### config.mk
export PLATFORM = sky130hd
export DESIGN_NAME = button_event_classifier
export DESIGN_NICKNAME = d
export VERILOG_FILES = /design/src/rtl/button_event_classifier.sv
export SDC_FILE = /design/constraint.sdc
export NUM_CORES = 1
export LEC_CHECK = 0
export CAP_MARGIN = 10
export CORE_MARGIN = 3
export CORE_UTILIZATION = 44
export DETAILED_ROUTE_END_ITERATION = 16
export PLACE_DENSITY = 0.65
export SYNTH_ARGS = -nofsm -noshare
export SYNTH_HDL_FRONTEND = slang
export SYNTH_SLANG_ARGS = --single-unit
### constraint.sdc
create_clock -name clk -period 3.52 [get_ports clk]
set_input_delay 0.528 -clock clk [delete_from_list [all_inputs] [get_ports clk]]
set_output_delay 0.528 -clock clk [all_outputs]
set_load 0.03 [all_outputs]
### src/rtl/button_event_classifier.sv
// Classifies debounced button gestures into short, double and long press pulses,
// plus a held-long level for hold behaviours in the top-level FSM.
module button_event_classifier #(
    parameter int LONG_CYCLES = 250000000,
    parameter int GAP_CYCLES  = 15000000,
    parameter int CNT_W       = 28
) (
    input  logic clk,
    input  logic reset,
    input  logic btn_level,
    output logic short_press,
    output logic double_press,
    output logic long_press,
    output logic long_active,
    output logic busy
);

    typedef enum logic [2:0] {
        IDLE      = 3'd0,
        PRESS1    = 3'd1,
        GAP       = 3'd2,
        PRESS2    = 3'd3,
        HELD_LONG = 3'd4
    } state_t;

    localparam logic [CNT_W-1:0] LONG_LAST = CNT_W'(LONG_CYCLES - 1);
    localparam logic [CNT_W-1:0] GAP_LAST  = CNT_W'(GAP_CYCLES - 1);
    localparam logic [CNT_W-1:0] CNT_ONE   = CNT_W'(1);

    state_t           state, state_n;
    logic [CNT_W-1:0] cnt, cnt_n;
    logic             short_n, double_n, long_n, long_active_n, busy_n;

    always_ff @(posedge clk) begin
        if (!reset) begin
            state        <= IDLE;
            cnt          <= '0;
            short_press  <= 1'b0;
            double_press <= 1'b0;
            long_press   <= 1'b0;
            long_active  <= 1'b0;
            busy         <= 1'b0;
        end else begin
            state        <= state_n;
            cnt          <= cnt_n;
            short_press  <= short_n;
            double_press <= double_n;
            long_press   <= long_n;
            long_active  <= long_active_n;
            busy         <= busy_n;
        end
    end

    // cnt holds the number of samples already seen in the current phase,
    // so the terminal compare fires on the last qualifying sample.
    always_comb begin
        state_n       = state;
        cnt_n         = cnt;
        short_n       = 1'b0;
        double_n      = 1'b0;
        long_n        = 1'b0;
        long_active_n = 1'b0;

        case (state)
            IDLE: begin
                cnt_n = '0;
                if (btn_level) begin
                    state_n = PRESS1;
                    cnt_n   = CNT_ONE;
                end
            end
            PRESS1: begin
                if (btn_level) begin
                    if (cnt == LONG_LAST) begin
                        state_n       = HELD_LONG;
                        cnt_n         = '0;
                        long_n        = 1'b1;
                        long_active_n = 1'b1;
                    end else begin
                        cnt_n = cnt + CNT_ONE;
                    end
                end else begin
                    state_n = GAP;
                    cnt_n   = CNT_ONE;
                end
            end
            GAP: begin
                if (btn_level) begin
                    state_n  = PRESS2;
                    cnt_n    = '0;
                    double_n = 1'b1;
                end else if (cnt == GAP_LAST) begin
                    state_n = IDLE;
                    cnt_n   = '0;
                    short_n = 1'b1;
                end else begin
                    cnt_n = cnt + CNT_ONE;
                end
            end
            PRESS2: begin
                cnt_n = '0;
                if (!btn_level) state_n = IDLE;
            end
            HELD_LONG: begin
                cnt_n = '0;
                if (btn_level) long_active_n = 1'b1;
                else           state_n       = IDLE;
            end
            default: begin
                state_n = IDLE;
                cnt_n   = '0;
            end
        endcase

        busy_n = (state_n != IDLE);
    end

endmodule
# After elaboration in Yosys (flattened, before gate mapping)
# Cells that the tools add are included.
# op_classes
add_sub_neg,1
n_eq_ne,6
n_mux,18
bitwise_logic,2
n_reduce_logical,6
# ops
op,n
$mux W28,4
$pmux W28 S3,1
$add A28 B1 Y28 const B,1
$eq A28 B24 Y1 const B,1
$eq A28 B28 Y1 const B,1
$mux W3,6
$pmux W3 S4,1
$eq A3 B2 Y1 const B,2
$mux W1,5
$reduce_and A2 Y1,2
$eq A3 B1 Y1 const B,1
$eq A3 B3 Y1 const B,1
$logic_not A3 Y1,1
$reduce_bool A3 Y1,1
$reduce_or A3 Y1,1
$not A1 Y1,2
$pmux W1 S2,1
$reduce_or A2 Y1,1
# totals
regBits,36
output_inout_bits,5
word_cells,40

# Longest topological paths before layout
# logic_depth
ltp_word,5
depth_mapped,7

# Worst setup path before layout
# OpenSTA, ideal clock, no wires.
# synth_timing
path_type,reg2reg
from,register cnt[0]
to,register cnt[10]
setup_time_ns,0.115
arrival_ns,1.931
setup_slack_ns,1.475
path_stages_with_launch,8
synth_period_minus_slack_ns,2.045
cell_sequence,dfxtp_1 ha_1 nand3_1 nor4b_1 and4_4 a2bb2oi_4 buf_6 nor2_1
# synth_between
elab_chain_cells,4
elab_cells_between_ends,8
cone_classes,1 x add/sub; 2 x eq/ne; 5 x mux
# synth_rtl
item,line_no,rtl
"start, declared",31,"logic [CNT_W-1:0] cnt, cnt_n;"
"start signal, assigned",45,cnt <= cnt_n;
"$add A28 B1 Y28, or another cell as far along","80, 97",
"$mux W28, on equally long branches","92, 74",
"$mux W28, on equally long branches","88, 73",
$pmux W28 S3 (*),64,case (state)
# Every way passes the cells marked *; elsewhere a longest branch is shown, timed or not.
# A chain may end at the register's enable or synchronous reset.

# Final worst setup path
# layout_timing
from,register cnt[0]
to,register cnt[17]
# The elaborated chain is that of the path after synthesis.

==> reports/results.ini <==
[run_status]
status = complete, no violations

[finish]
antenna_cells = 0
stdcell_area_mm2 = 0.00192
nNetsFinal = 215
synthToLayoutAreaGrowth_pct = 10.4
drive_gt1_frac = 0.114

[sta]
slew_headroom = 0.401
finalSetupViolCount = 0
worst_slew_pin_slew_ns = 0.890
hold_viol_final = 0
setup_tns_ns = 0
timing.hold.ws_ns = 0.530
fin_crit_sh = 0.742
drv_slew = 0
finClkSkew_ns = 0.00321
rsz0062_at_grt = no
finalCriticalPeriod_ns = 2.61
fmax_mhz = 383

[grt]
grt_pass1_vias = 1283
grt_start_max_net_pins = 28
use_met3 = 0.0583
gr-usage-met1 = 0.217
grt_pass1_wl_um = 5870
grtUsageMet2 = 0.255
grt.busiest_layer = met2
overflow = 0
antenna_found_initial = 0
grtUsageTotal = 0.169

[synthesis]
syn_area_mm2 = 0.00174
ys_seq_area_frac = 0.414
syn-num-nets = 204
yosysWarnings = 0
syn_inst = 199
synth-seq-cells = 36
synth_cell_types = 36
syn_area_per_cell_um2 = 8.75

[pwr]
power_density_mw_per_mm2 = 374
p_leak_nw = 0.599
finalPower_mw = 0.720
vdd_ir_drop_max_mv = 0.228

[worst_setup_path]
startpoint = cnt[0]
arrival_ns = 2.76
worst_path_max_delay_cell = a2bb2oi_4
cp-start-kind = register
max_stage_delay_ns = 0.60
crit_family = simple AND/OR/NAND/NOR gates
path_max_fanout = 27
cp-end-kind = register
r2r-start = cnt[0]
required_ns = 3.66
crit_type = register to register
crit_buf_inv = 0
crit_path_cell_trace = ha_1 -> nand3_1 -> nor4b_1 -> and4_4 -> a2bb2oi_4 -> nor2_1

[routing]
via_count = 1381
postRouteAntennaNets = 0
drt_iter0_markers = 134
post-route-drc-count = 0
viasPerCell = 5.35
drtPass1Iterations = 4
routedWlPerCell_um = 13.2
routed_wl_um = 3400

[clock_tree]
ctsLongestPathBuffers = 2
post_cts_resized = 0
insertion_delay_ns = 0.29
cts_tree = yes
postCtsHoldBufs = 0
cts_made_buffers = 5
post_cts_buffers = 0
htreeDepth = 2
clock_tree.root_cell = clkbuf_8
clk_pin_slew_ns = 0.07
clkSinkCount = 36

[job]
maxCapViolCount = 0

[die]
start_util = 0.465
die_h_um = 68.9
std_cell_rows = 22
die_w_um = 68.9
ios = 8
core-area_mm2 = 0.00374
die_area_mm2 = 0.00475

[place]
place_area_mm2 = 0.00185
port_buffers = 7
place_congestion = 0.791
hpwl_um = 2440

[min_path]
min_from = cnt[23]
min_path_type = register to register

[logic make-up after synthesis]
kind of cell | share of synthesized area
AND/OR/NAND/NOR | 0.364
flip-flops | 0.414
XOR/XNOR | 0.131
AO/OA/AOI/OAI | 0.0575
buffers and inverters | 0.0194
adder cells (fa/ha/maj) | 0.0144
[per-layer routing]
layer / up-vias / routed length [um]
met4: 0 / 56
li1: 711 / -
met5: - / 0
met3: 8 / 126
met1: 639 / 1650
met2: 23 / 1570
[metrics by stage]
step                std cells  utilization  worst slack, ns
finish                    258        0.514            0.906
global route              258        0.514            0.610
CTS                       258        0.514            0.898
detailed placement        251        0.493            0.912
global placement          251        0.493             1.08
floorplan                 199            -             1.47
[worst register-to-register path: stages (launching register included)]
cell	delay (ns)
dfxtp_1	0.44
ha_1	0.22
nand3_1	0.16
nor4b_1	0.57
and4_4	0.35
a2bb2oi_4	0.60
nor2_1	0.13
[synth_stat cells (all sizes together)]
| library cell | number | share of area |
|---|---|---|
| a211oi | 2 | 0.0086 |
| a21o | 1 | 0.0043 |
| a21oi | 7 | 0.020 |
| a2bb2oi | 1 | 0.015 |
| a41o | 1 | 0.0065 |
| and3 | 2 | 0.0072 |
| and4 | 3 | 0.017 |
| buf | 3 | 0.017 |
| clkbuf | 1 | 0.0022 |
| dfxtp | 36 | 0.41 |
| ha | 2 | 0.014 |
| nand2 | 15 | 0.032 |
| nand2b | 4 | 0.014 |
| nand3 | 16 | 0.046 |
| nand3b | 1 | 0.0043 |
| nand4 | 8 | 0.029 |
| nor2 | 41 | 0.097 |
| nor2b | 3 | 0.011 |
| nor3 | 8 | 0.023 |
| nor3b | 2 | 0.0086 |
| nor4 | 4 | 0.014 |
| nor4b | 2 | 0.019 |
| o21ai | 1 | 0.0029 |
| or2 | 2 | 0.0072 |
| or2b | 3 | 0.014 |
| or3 | 1 | 0.0043 |
| or4 | 2 | 0.011 |
| or4b | 1 | 0.0057 |
| xnor2 | 8 | 0.040 |
| xor2 | 18 | 0.091 |
[placed cells by master, fill, tap and decap left out, drive strengths merged]
| cell type | count |
|---|---|
| a211oi | 2 |
| nand3 | 16 |
| a21oi | 7 |
| nand4 | 8 |
| dfxtp | 36 |
| o21ai | 1 |
| or3 | 1 |
| ha | 2 |
| xor2 | 18 |
| nand2 | 15 |
| nor2b | 3 |
| nor3b | 2 |
| nor4b | 2 |
| or4b | 1 |
| or4 | 2 |
| a41o | 1 |
| and4 | 3 |
| and3 | 2 |
| xnor2 | 8 |
| buf | 1 |
| or2 | 2 |
| nor3 | 8 |
| a2bb2oi | 1 |
| or2b | 3 |
| nor4 | 4 |
| nor2 | 41 |
| nand3b | 1 |
| a21o | 1 |
| nand2b | 4 |
| clkbuf | 6 |
| clkinv | 1 |
| clkdlybuf4s50 | 7 |
[sequential cells by signal (all words and copies together) (netlist names)]
| register | cells |
|---|---|
| double_press | 1 |
| busy | 1 |
| cnt | 28 |
| short_press | 1 |
| long_active | 1 |
| state | 3 |
| long_press | 1 |
[final timing paths]
kind	end	slack, ns	depth (start not counted)
setup / recovery	cnt[17]	0.91	6
hold reg to reg	cnt[23]	0.53	2
setup reg to reg	cnt[17]	0.91	6
hold / removal	cnt[23]	0.53	2
[layout make-up]
| cell class | instances | area [um^2] |
|---|---|---|
| Tap cell | 48 | 60.1 |
| Clock buffer | 6 | 72.6 |
| Fill cell | 364 | 1820 |
| Multi-Input combinational cell | 159 | 987 |
| Clock inverter | 1 | 5.00 |
| Timing Repair Buffer | 8 | 77.6 |
| Sequential cell | 36 | 721 |
[where the power goes]
| part | switching, mW | total, mW | internal [mW] | leakage, nW |
|---|---|---|---|---|
| clock | 0.138 | 0.272 | 0.134 | 0.0410 |
| sequential | 0.00546 | 0.417 | 0.411 | 0.291 |
| combinational | 0.0172 | 0.0308 | 0.0136 | 0.267 |
| total | 0.160 | 0.720 | 0.559 | 0.599 |
No activity file was read; power rests on OpenSTA's default activity.
